**src/rtl/sfc_pkg.sv**
```systemverilog
// Shared types, default parameters and helpers for the serial frame capture block.
package sfc_pkg;

  typedef enum logic [1:0] {
    HUNT  = 2'd0,
    DATA  = 2'd1,
    CHECK = 2'd2
  } sfc_state_e;

  localparam int unsigned SFC_WIDTH = 8;
  localparam int unsigned SFC_SYNC_LEN = 4;
  localparam logic [SFC_SYNC_LEN-1:0] SFC_SYNC_PATTERN = 4'b1011;
  localparam int unsigned SFC_MISS_LIMIT = 2;

  // Ceiling log2, floored at 1 so it can always size a vector.
  function automatic int unsigned sfc_clog2(input int unsigned v);
    int unsigned r;
    r = 0;
    while ((64'd1 << r) < 64'(v)) r = r + 1;
    return (r == 0) ? 1 : r;
  endfunction

endpackage

```
**src/rtl/sync_match.sv**
```systemverilog
// Serial history register plus comparator; match reflects the history after the current bit shifts in.
module sync_match
  import sfc_pkg::*;
#(
  parameter int unsigned               SYNC_LEN     = SFC_SYNC_LEN,
  parameter logic [SYNC_LEN-1:0]       SYNC_PATTERN = SFC_SYNC_PATTERN
) (
  input  logic clk,
  input  logic nrst,
  input  logic en,
  input  logic sin,
  output logic match
);

  // The incoming bit completes the window, so only SYNC_LEN-1 past bits are stored.
  logic [SYNC_LEN-2:0] hist_q;
  logic [SYNC_LEN-2:0] hist_d;

  always_comb begin
    hist_d = hist_q;
    if (en) hist_d = (SYNC_LEN-1)'({hist_q, sin});
  end

  always_ff @(posedge clk or negedge nrst) begin
    if (!nrst) hist_q <= '0;
    else       hist_q <= hist_d;
  end

  assign match = ({hist_q, sin} == SYNC_PATTERN);

endmodule

```
**src/rtl/serial_frame_capture.sv**
```systemverilog
// Sync-hunting deframer: finds the sync word, captures MSB-first data words and tracks lock with a flywheel.
module serial_frame_capture
  import sfc_pkg::*;
#(
  parameter int unsigned         WIDTH        = SFC_WIDTH,
  parameter int unsigned         SYNC_LEN     = SFC_SYNC_LEN,
  parameter logic [SYNC_LEN-1:0] SYNC_PATTERN = SYNC_LEN'(SFC_SYNC_PATTERN),
  parameter int unsigned         MISS_LIMIT   = SFC_MISS_LIMIT
) (
  input  logic             clk,
  input  logic             nrst,
  input  logic             en,
  input  logic             sin,
  output logic [WIDTH-1:0] word,
  output logic             word_valid,
  output logic             locked,
  output logic             sync_err
);

  localparam int unsigned BW = sfc_clog2(WIDTH);
  localparam int unsigned SW = sfc_clog2(SYNC_LEN);
  localparam int unsigned MW = sfc_clog2(MISS_LIMIT + 1);

  localparam logic [1:0] ST_HUNT  = 2'(HUNT);
  localparam logic [1:0] ST_DATA  = 2'(DATA);
  localparam logic [1:0] ST_CHECK = 2'(CHECK);

  logic [1:0]       state_q, state_d;
  logic [BW-1:0]    bit_cnt_q, bit_cnt_d;
  logic [SW-1:0]    sync_cnt_q, sync_cnt_d;
  logic [MW-1:0]    miss_cnt_q, miss_cnt_d;
  logic [WIDTH-2:0] data_q, data_d;
  logic [WIDTH-1:0] word_q, word_d;
  logic             word_valid_q, word_valid_d;
  logic             locked_q, locked_d;
  logic             sync_err_q, sync_err_d;
  logic             sync_hit;

  sync_match #(
    .SYNC_LEN    (SYNC_LEN),
    .SYNC_PATTERN(SYNC_PATTERN)
  ) u_sync_match (
    .clk  (clk),
    .nrst (nrst),
    .en   (en),
    .sin  (sin),
    .match(sync_hit)
  );

  always_comb begin
    state_d      = state_q;
    bit_cnt_d    = bit_cnt_q;
    sync_cnt_d   = sync_cnt_q;
    miss_cnt_d   = miss_cnt_q;
    data_d       = data_q;
    word_d       = word_q;
    word_valid_d = 1'b0;
    locked_d     = locked_q;
    sync_err_d   = 1'b0;
    if (en) begin
      case (state_q)
        ST_HUNT: begin
          locked_d = 1'b0;
          if (sync_hit) begin
            state_d   = ST_DATA;
            bit_cnt_d = '0;
          end
        end
        ST_DATA: begin
          // Only the partial word is stored; the final bit is taken straight from sin.
          data_d = (WIDTH-1)'({data_q, sin});
          if (bit_cnt_q == BW'(WIDTH - 1)) begin
            word_d       = {data_q, sin};
            word_valid_d = 1'b1;
            state_d      = ST_CHECK;
            sync_cnt_d   = '0;
          end else begin
            bit_cnt_d = bit_cnt_q + BW'(1);
          end
        end
        ST_CHECK: begin
          if (sync_cnt_q == SW'(SYNC_LEN - 1)) begin
            if (sync_hit) begin
              locked_d   = 1'b1;
              miss_cnt_d = '0;
              state_d    = ST_DATA;
              bit_cnt_d  = '0;
            end else if ((32'(miss_cnt_q) + 32'd1) < MISS_LIMIT) begin
              miss_cnt_d = miss_cnt_q + MW'(1);
              state_d    = ST_DATA;
              bit_cnt_d  = '0;
            end else begin
              locked_d   = 1'b0;
              miss_cnt_d = '0;
              sync_err_d = 1'b1;
              state_d    = ST_HUNT;
            end
          end else begin
            sync_cnt_d = sync_cnt_q + SW'(1);
          end
        end
        default: state_d = ST_HUNT;
      endcase
    end
  end

  always_ff @(posedge clk or negedge nrst) begin
    if (!nrst) begin
      state_q      <= ST_HUNT;
      bit_cnt_q    <= '0;
      sync_cnt_q   <= '0;
      miss_cnt_q   <= '0;
      data_q       <= '0;
      word_q       <= '0;
      word_valid_q <= 1'b0;
      locked_q     <= 1'b0;
      sync_err_q   <= 1'b0;
    end else begin
      state_q      <= state_d;
      bit_cnt_q    <= bit_cnt_d;
      sync_cnt_q   <= sync_cnt_d;
      miss_cnt_q   <= miss_cnt_d;
      data_q       <= data_d;
      word_q       <= word_d;
      word_valid_q <= word_valid_d;
      locked_q     <= locked_d;
      sync_err_q   <= sync_err_d;
    end
  end

  assign word       = word_q;
  assign word_valid = word_valid_q;
  assign locked     = locked_q;
  assign sync_err   = sync_err_q;

endmodule

```
**config.mk**
```make
export PLATFORM = sky130hd
export DESIGN_NAME = serial_frame_capture
export DESIGN_NICKNAME = d
export VERILOG_FILES = /design/src/rtl/sfc_pkg.sv /design/src/rtl/sync_match.sv /design/src/rtl/serial_frame_capture.sv
export SDC_FILE = /design/constraint.sdc
export NUM_CORES = 1
export LEC_CHECK = 0
export BUFFER_PORTS_ARGS = -buffer_cell sky130_fd_sc_hd__clkbuf_2
export CELL_PAD_IN_SITES_DETAIL_PLACEMENT = 1
export CELL_PAD_IN_SITES_GLOBAL_PLACEMENT = 1
export CORE_AREA = 5 5 65 67
export DETAILED_ROUTE_END_ITERATION = 6
export DIE_AREA = 0 0 70 72
export GPL_ROUTABILITY_DRIVEN = 0
export HOLD_SLACK_MARGIN = 0.15
export PLACE_DENSITY_LB_ADDON = 0.1
export SETUP_SLACK_MARGIN = 0.15
export SLEW_MARGIN = 20
export SYNTH_ARGS = -nofsm -noshare
export SYNTH_HDL_FRONTEND = slang
export SYNTH_SLANG_ARGS = --single-unit
export TNS_END_PERCENT = 5
```
**constraint.sdc**
```tcl
create_clock -name clk -period 2.35 [get_ports clk]
set_input_delay 0.1175 -clock clk [delete_from_list [all_inputs] [get_ports clk]]
set_output_delay 0.1175 -clock clk [all_outputs]
set_load 0.005 [all_outputs]
```
After elaboration in Yosys (flattened, before gate mapping)
Index checks and enable logic that the tools add are counted.
{"block": "word_totals", "reg_bits": 30, "out_inout_bits": 11, "elab_cells": 67, "inputBits": 4}
{"block": "op_classes", "reduce_logical": 11, "muxes": 29, "add_sub_neg": 4, "magnitude_cmp": 1, "eq_ne": 12}
{"operator": "$mux W3", "n": 5}
{"operator": "$mux W2", "n": 7}
{"operator": "$mux W1", "n": 13}
{"operator": "$reduce_and A4 Y1", "n": 3}
{"operator": "$ne A2 B2 Y1 const B", "n": 5}
{"operator": "$pmux W3 S3", "n": 1}
{"operator": "$ne A3 B3 Y1 const B", "n": 2}
{"operator": "$pmux W2 S3", "n": 1}
{"operator": "$reduce_and A3 Y1", "n": 2}
{"operator": "$reduce_and A6 Y1", "n": 1}
{"operator": "$add A2 B1 Y2 const B", "n": 2}
{"operator": "$eq A2 B2 Y1 const B", "n": 2}
{"operator": "$eq A4 B4 Y1 const B", "n": 1}
{"operator": "$pmux W2 S2", "n": 1}
{"operator": "$reduce_bool A2 Y1", "n": 2}
{"operator": "$add A2 B1 Y3 const B", "n": 1}
{"operator": "$add A3 B1 Y3 const B", "n": 1}
{"operator": "$eq A3 B3 Y1 const B", "n": 1}
{"operator": "$lt A3 B2 Y1 const B", "n": 1}
{"operator": "$reduce_bool A3 Y1", "n": 1}
{"operator": "$eq A2 B1 Y1 const B", "n": 1}
{"operator": "$logic_not A2 Y1", "n": 1}
{"operator": "$pmux W1 S2", "n": 1}
{"operator": "$reduce_and A2 Y1", "n": 1}

Logic depth before layout (Yosys ltp)
{"block": "logic_depth", "ltp_word": 7, "ltp_mapped": 7, "mapped_depth_nobuf": 5}

Cells and area by module
Synthesis repeated with hierarchy kept, for this count alone.
{"block": "unflattened", "cells_unflattened": 100, "area_unflattened_um2": 1375.1}
{"mod": "serial_frame_capture", "n_inst": 1, "area_per_inst_um2": 1256.2, "cells_per_inst": 93}
{"mod": "sync_match", "n_inst": 1, "area_per_inst_um2": 118.9, "cells_per_inst": 7}

Least setup slack after synthesis
OpenSTA, ideal clock, no wires.
{"block": "synth_timing", "kind": "reg2reg", "from": "register bit_cnt_q[0]", "to": "register word_q[1], in the netlist word[1]", "path_stages_with_launch": 7, "t_required_ps": 2225, "arrival_ps": 1558, "setup_slack_ps": 667, "cell_sequence": "dfrtp_1 ha_1 ha_1 buf_2 nand4b_1 buf_2 mux2_2"}
{"block": "synth_via", "elab_chain_len": 2}
{"item": "start, declared", "line": "serial_frame_capture.sv:29", "text": "logic [BW-1:0] bit_cnt_q, bit_cnt_d;"}
{"item": "start signal, assigned", "line": "serial_frame_capture.sv:120", "text": "bit_cnt_q <= bit_cnt_d;"}
{"item": "$eq A3 B3 Y1", "line": "serial_frame_capture.sv:72", "text": "if (bit_cnt_q == BW'(WIDTH - 1)) begin"}
{"item": "$reduce_and A3 Y1 (no source line)"}
{"item": "end signal, assigned", "line": "serial_frame_capture.sv:124", "text": "word_q <= word_d;"}
{"item": "end, declared", "line": "serial_frame_capture.sv:33", "text": "logic [WIDTH-1:0] word_q, word_d;"}
Every way passes these cells.
A chain may end at the register's enable or synchronous reset.

Final worst setup path
{"block": "layout_timing", "from": "register bit_cnt_q[0]", "to": "register word_q[3], in the netlist word[3]"}
The elaborated chain is that of the path after synthesis.

==> impl_metrics.py <==
metrics = {
    "grt": {
        "grt-ovfl-total": 0,
        "antenna_found_initial": 0,
        "grt_pass1_wl_um": 4730,
        "grt_max_degree": 31,
        "grt_pass1_vias": 986,
        "grt_usage_pct": 11.9,
    },
    "hold_path": {
        "hold_depth": 4,
        "min_to": "state_q[1]",
        "min-delay-start": "en",
        "holdCritPathClass": "in -> reg",
    },
    "timing": {
        "worst_slew_pin_slew_ns": 0.748,
        "layout_setup_ws_ns": 0.620,
        "skew_ns": 0.00810,
        "max-slew-margin-rel_pct": 50.1,
        "max_freq_mhz": 578,
        "setup_viol": 0,
        "period_share_pct": 73.6,
        "hold_viol": 0,
        "rsz0062_at_grt": "no",
        "tns_ns": 0,
        "fin_crit_ns": 1.73,
        "slew_violations": 0,
    },
    "synthesis": {
        "synthCells": 113,
        "syn_area_um2": 1390,
        "avgSynthCellArea_um2": 12.3,
        "ys_types": 27,
        "syn-num-nets": 121,
        "yosys_register_bits": 30,
        "ys_seq_area_share_pct": 54.1,
        "yosys_warnings": 0,
    },
    "critical_path": {
        "rrSetupSlack_ns": 0.62,
        "worstSetupStartpointType": "flop",
        "critPathMaxFanout": 11,
        "crit_type": "reg -> reg",
        "crit_top_cell": "ha_1",
        "rr_worst_depth": 5,
        "slowest_stage": "dfrtp_1",
        "rr_endpoint": "word[3]",
        "r2r_start": "bit_cnt_q[0]",
        "slowest_delay_ns": 0.43,
        "crit_chain": "ha_1, ha_1, nand4b_1, buf_4, mux2_2",
        "end_kind": "flop",
        "cp.arrival_ns": 1.96,
        "required_ns": 2.58,
    },
    "detailed_routing": {
        "wl_um": 2590,
        "vias": 921,
        "route.detailed.drc": 0,
        "ant_nets": 0,
        "vias_per_cell": 5.15,
        "wl_per_cell_um": 14.5,
        "drt-initial-drc-count": 22,
        "dr.pass1.iters": 2,
    },
    "floorplanning": {
        "die-area_um2": 5040,
        "core_area_um2": 3580,
        "num_rows": 22,
        "io-pin-count": 15,
        "fp.dieW_um": 70,
        "initial_core_util_pct": 38.8,
        "die_y_um": 72,
    },
    "power": {
        "p_per_area_nw_per_um2": 1160,
        "ir_drop_uv": 392,
        "p_leak_nw": 0.772,
    },
    "final_layout": {
        "drive_above_1_share_pct": 32.1,
        "fillCellCount": 394,
        "diodes": 0,
        "syn2layout_area_growth_pct": 14.0,
        "final_nets": 138,
    },
    "job": {
        "maxCapViolCount": 0,
    },
    "clock_tree": {
        "cts_made_buffers": 5,
        "cts_sinks": 30,
        "cts_root_buf": "clkbuf_4",
        "htree_levels": 2,
        "cts_tree": "done",
        "clk_pin_slew_ns": 0.10,
        "clockBufferDepth": 2,
        "cts.repair.resized": 0,
        "clk_latency_ns": 0.33,
    },
    "placement": {
        "place_worst_setup_slack_ns": 0.628,
        "dpl.hpwl_um": 1750,
        "io_buffers": 14,
    },
    "status": {
        "status": "finished clean",
    },
}
-- kinds of logic after synthesis --
family	synth area share, %
AOI/OAI and AO/OA	10.7
and+or+nand+nor	10.5
DFF	54.1
buffers and inverters	4.59
adders and majority gates	3.60
muxes	16.5
-- flip-flops by register name (all words and copies together) (netlist names) --
| name | cells |
|---|---|
| sync_cnt_q | 2 |
| word_valid | 1 |
| miss_cnt_q | 2 |
| word | 8 |
| state_q | 2 |
| bit_cnt_q | 3 |
| u_sync_match.hist_q | 3 |
| sync_err | 1 |
| locked | 1 |
| data_q | 7 |
-- how the worst max path moves through the flow --
stage	from	endpoint	slack, ns	cells after the start
6_report	bit_cnt_q[0]	word[3]	0.62	5
5_1_grt	bit_cnt_q[0]	word[6]	0.53	5
4_1_cts	bit_cnt_q[0]	word[6]	0.61	5
3_5_place_dp	bit_cnt_q[0]	word[4]	0.63	5
3_3_place_gp	bit_cnt_q[0]	word[3]	0.69	5
2_1_floorplan	bit_cnt_q[0]	word[1]	0.67	6
-- final cells by class --
class | instances | area [um^2] | share of cell area (%)
clock inverters | 3 | 40.0 | 2.53
inverters | 6 | 22.5 | 1.42
clock buffers | 5 | 37.5 | 2.37
flip-flops and latches | 30 | 751 | 47.4
multi-input cells | 70 | 574 | 36.3
repair buffers | 17 | 97.6 | 6.17
well taps | 48 | 60.1 | 3.79
-- worst max-delay path, delay by kind of cell, from the launching register on --
kind | cells | cell delay (ns)
multiplexers | 1 | 0.35
adder cells (fa/ha/maj) | 2 | 0.50
buffers and inverters | 1 | 0.20
flip-flops | 1 | 0.43
AND/OR/NAND/NOR | 1 | 0.14
-- layer usage --
layer	wire length (um)	global-route usage, %	up-vias
li1	-	-	437
met1	1210	14.8	465
met2	1220	18.9	14
met3	113	4.29	5
met4	51	5.11	0
met5	0	0	-
-- per-stage QoR --
step	total power, W	std cells	util, %	hold WS (ns)	cell area (um^2)
after detailed placement	0.00145	169	41.5	0.222	1490
after global placement	0.00141	169	41.5	0.212	1490
after CTS	0.00187	179	44.2	0.275	1580
after global routing	0.00199	179	44.2	0.302	1580
after floorplan	0.00129	113	-	-0.178	1390
final	0.00184	179	44.2	0.286	1580
-- report_power, final --
group / switching, W / internal (W)
Sequential: 0.000172 / 0.000691
Combinational: 0.000238 / 0.000331
Clock: 0.000191 / 0.000220
-- cells in the mapped netlist, drive strengths merged --
master | number | area, um^2
a211o | 1 | 8.76
a211oi | 1 | 7.51
a21oi | 2 | 10.0
a221o | 2 | 20.0
a31oi | 1 | 6.26
a32o | 1 | 10.0
buf | 7 | 41.3
dfrtp | 30 | 751
ha | 4 | 50.1
inv | 6 | 22.5
mux2 | 18 | 229
nand2 | 13 | 48.8
nand3 | 2 | 10.0
nand4b | 3 | 32.5
nor2b | 4 | 25.0
nor3b | 1 | 7.51
nor4 | 1 | 6.26
nor4bb | 1 | 10.0
o211ai | 2 | 15.0
o21a | 1 | 7.51
o21ai | 8 | 40.0
o221ai | 1 | 8.76
o31ai | 2 | 15.0
or2 | 1 | 6.26
-- repair_timing --
action,CTS,global route
hold endpoints to repair,33,0
buffers inserted,0,0
hold buffers,2,0
-- layout by cell type (no fill, tap or decap), types with 2 or more instances in the layout --
cell	count
clkbuf_4	5
a21oi_1	2
o31ai_1	2
mux2_2	11
clkinv_2	2
dfrtp_1	30
dlygate4sd3_1	2
o211ai_1	2
o21ai_0	8
a221o_1	2
nor2b_1	4
mux2_4	7
clkbuf_2	14
nand4b_1	2
nand3_1	2
nand2_1	13
ha_1	4
inv_1	6
Note: power is estimated with default switching activity, not from simulation.
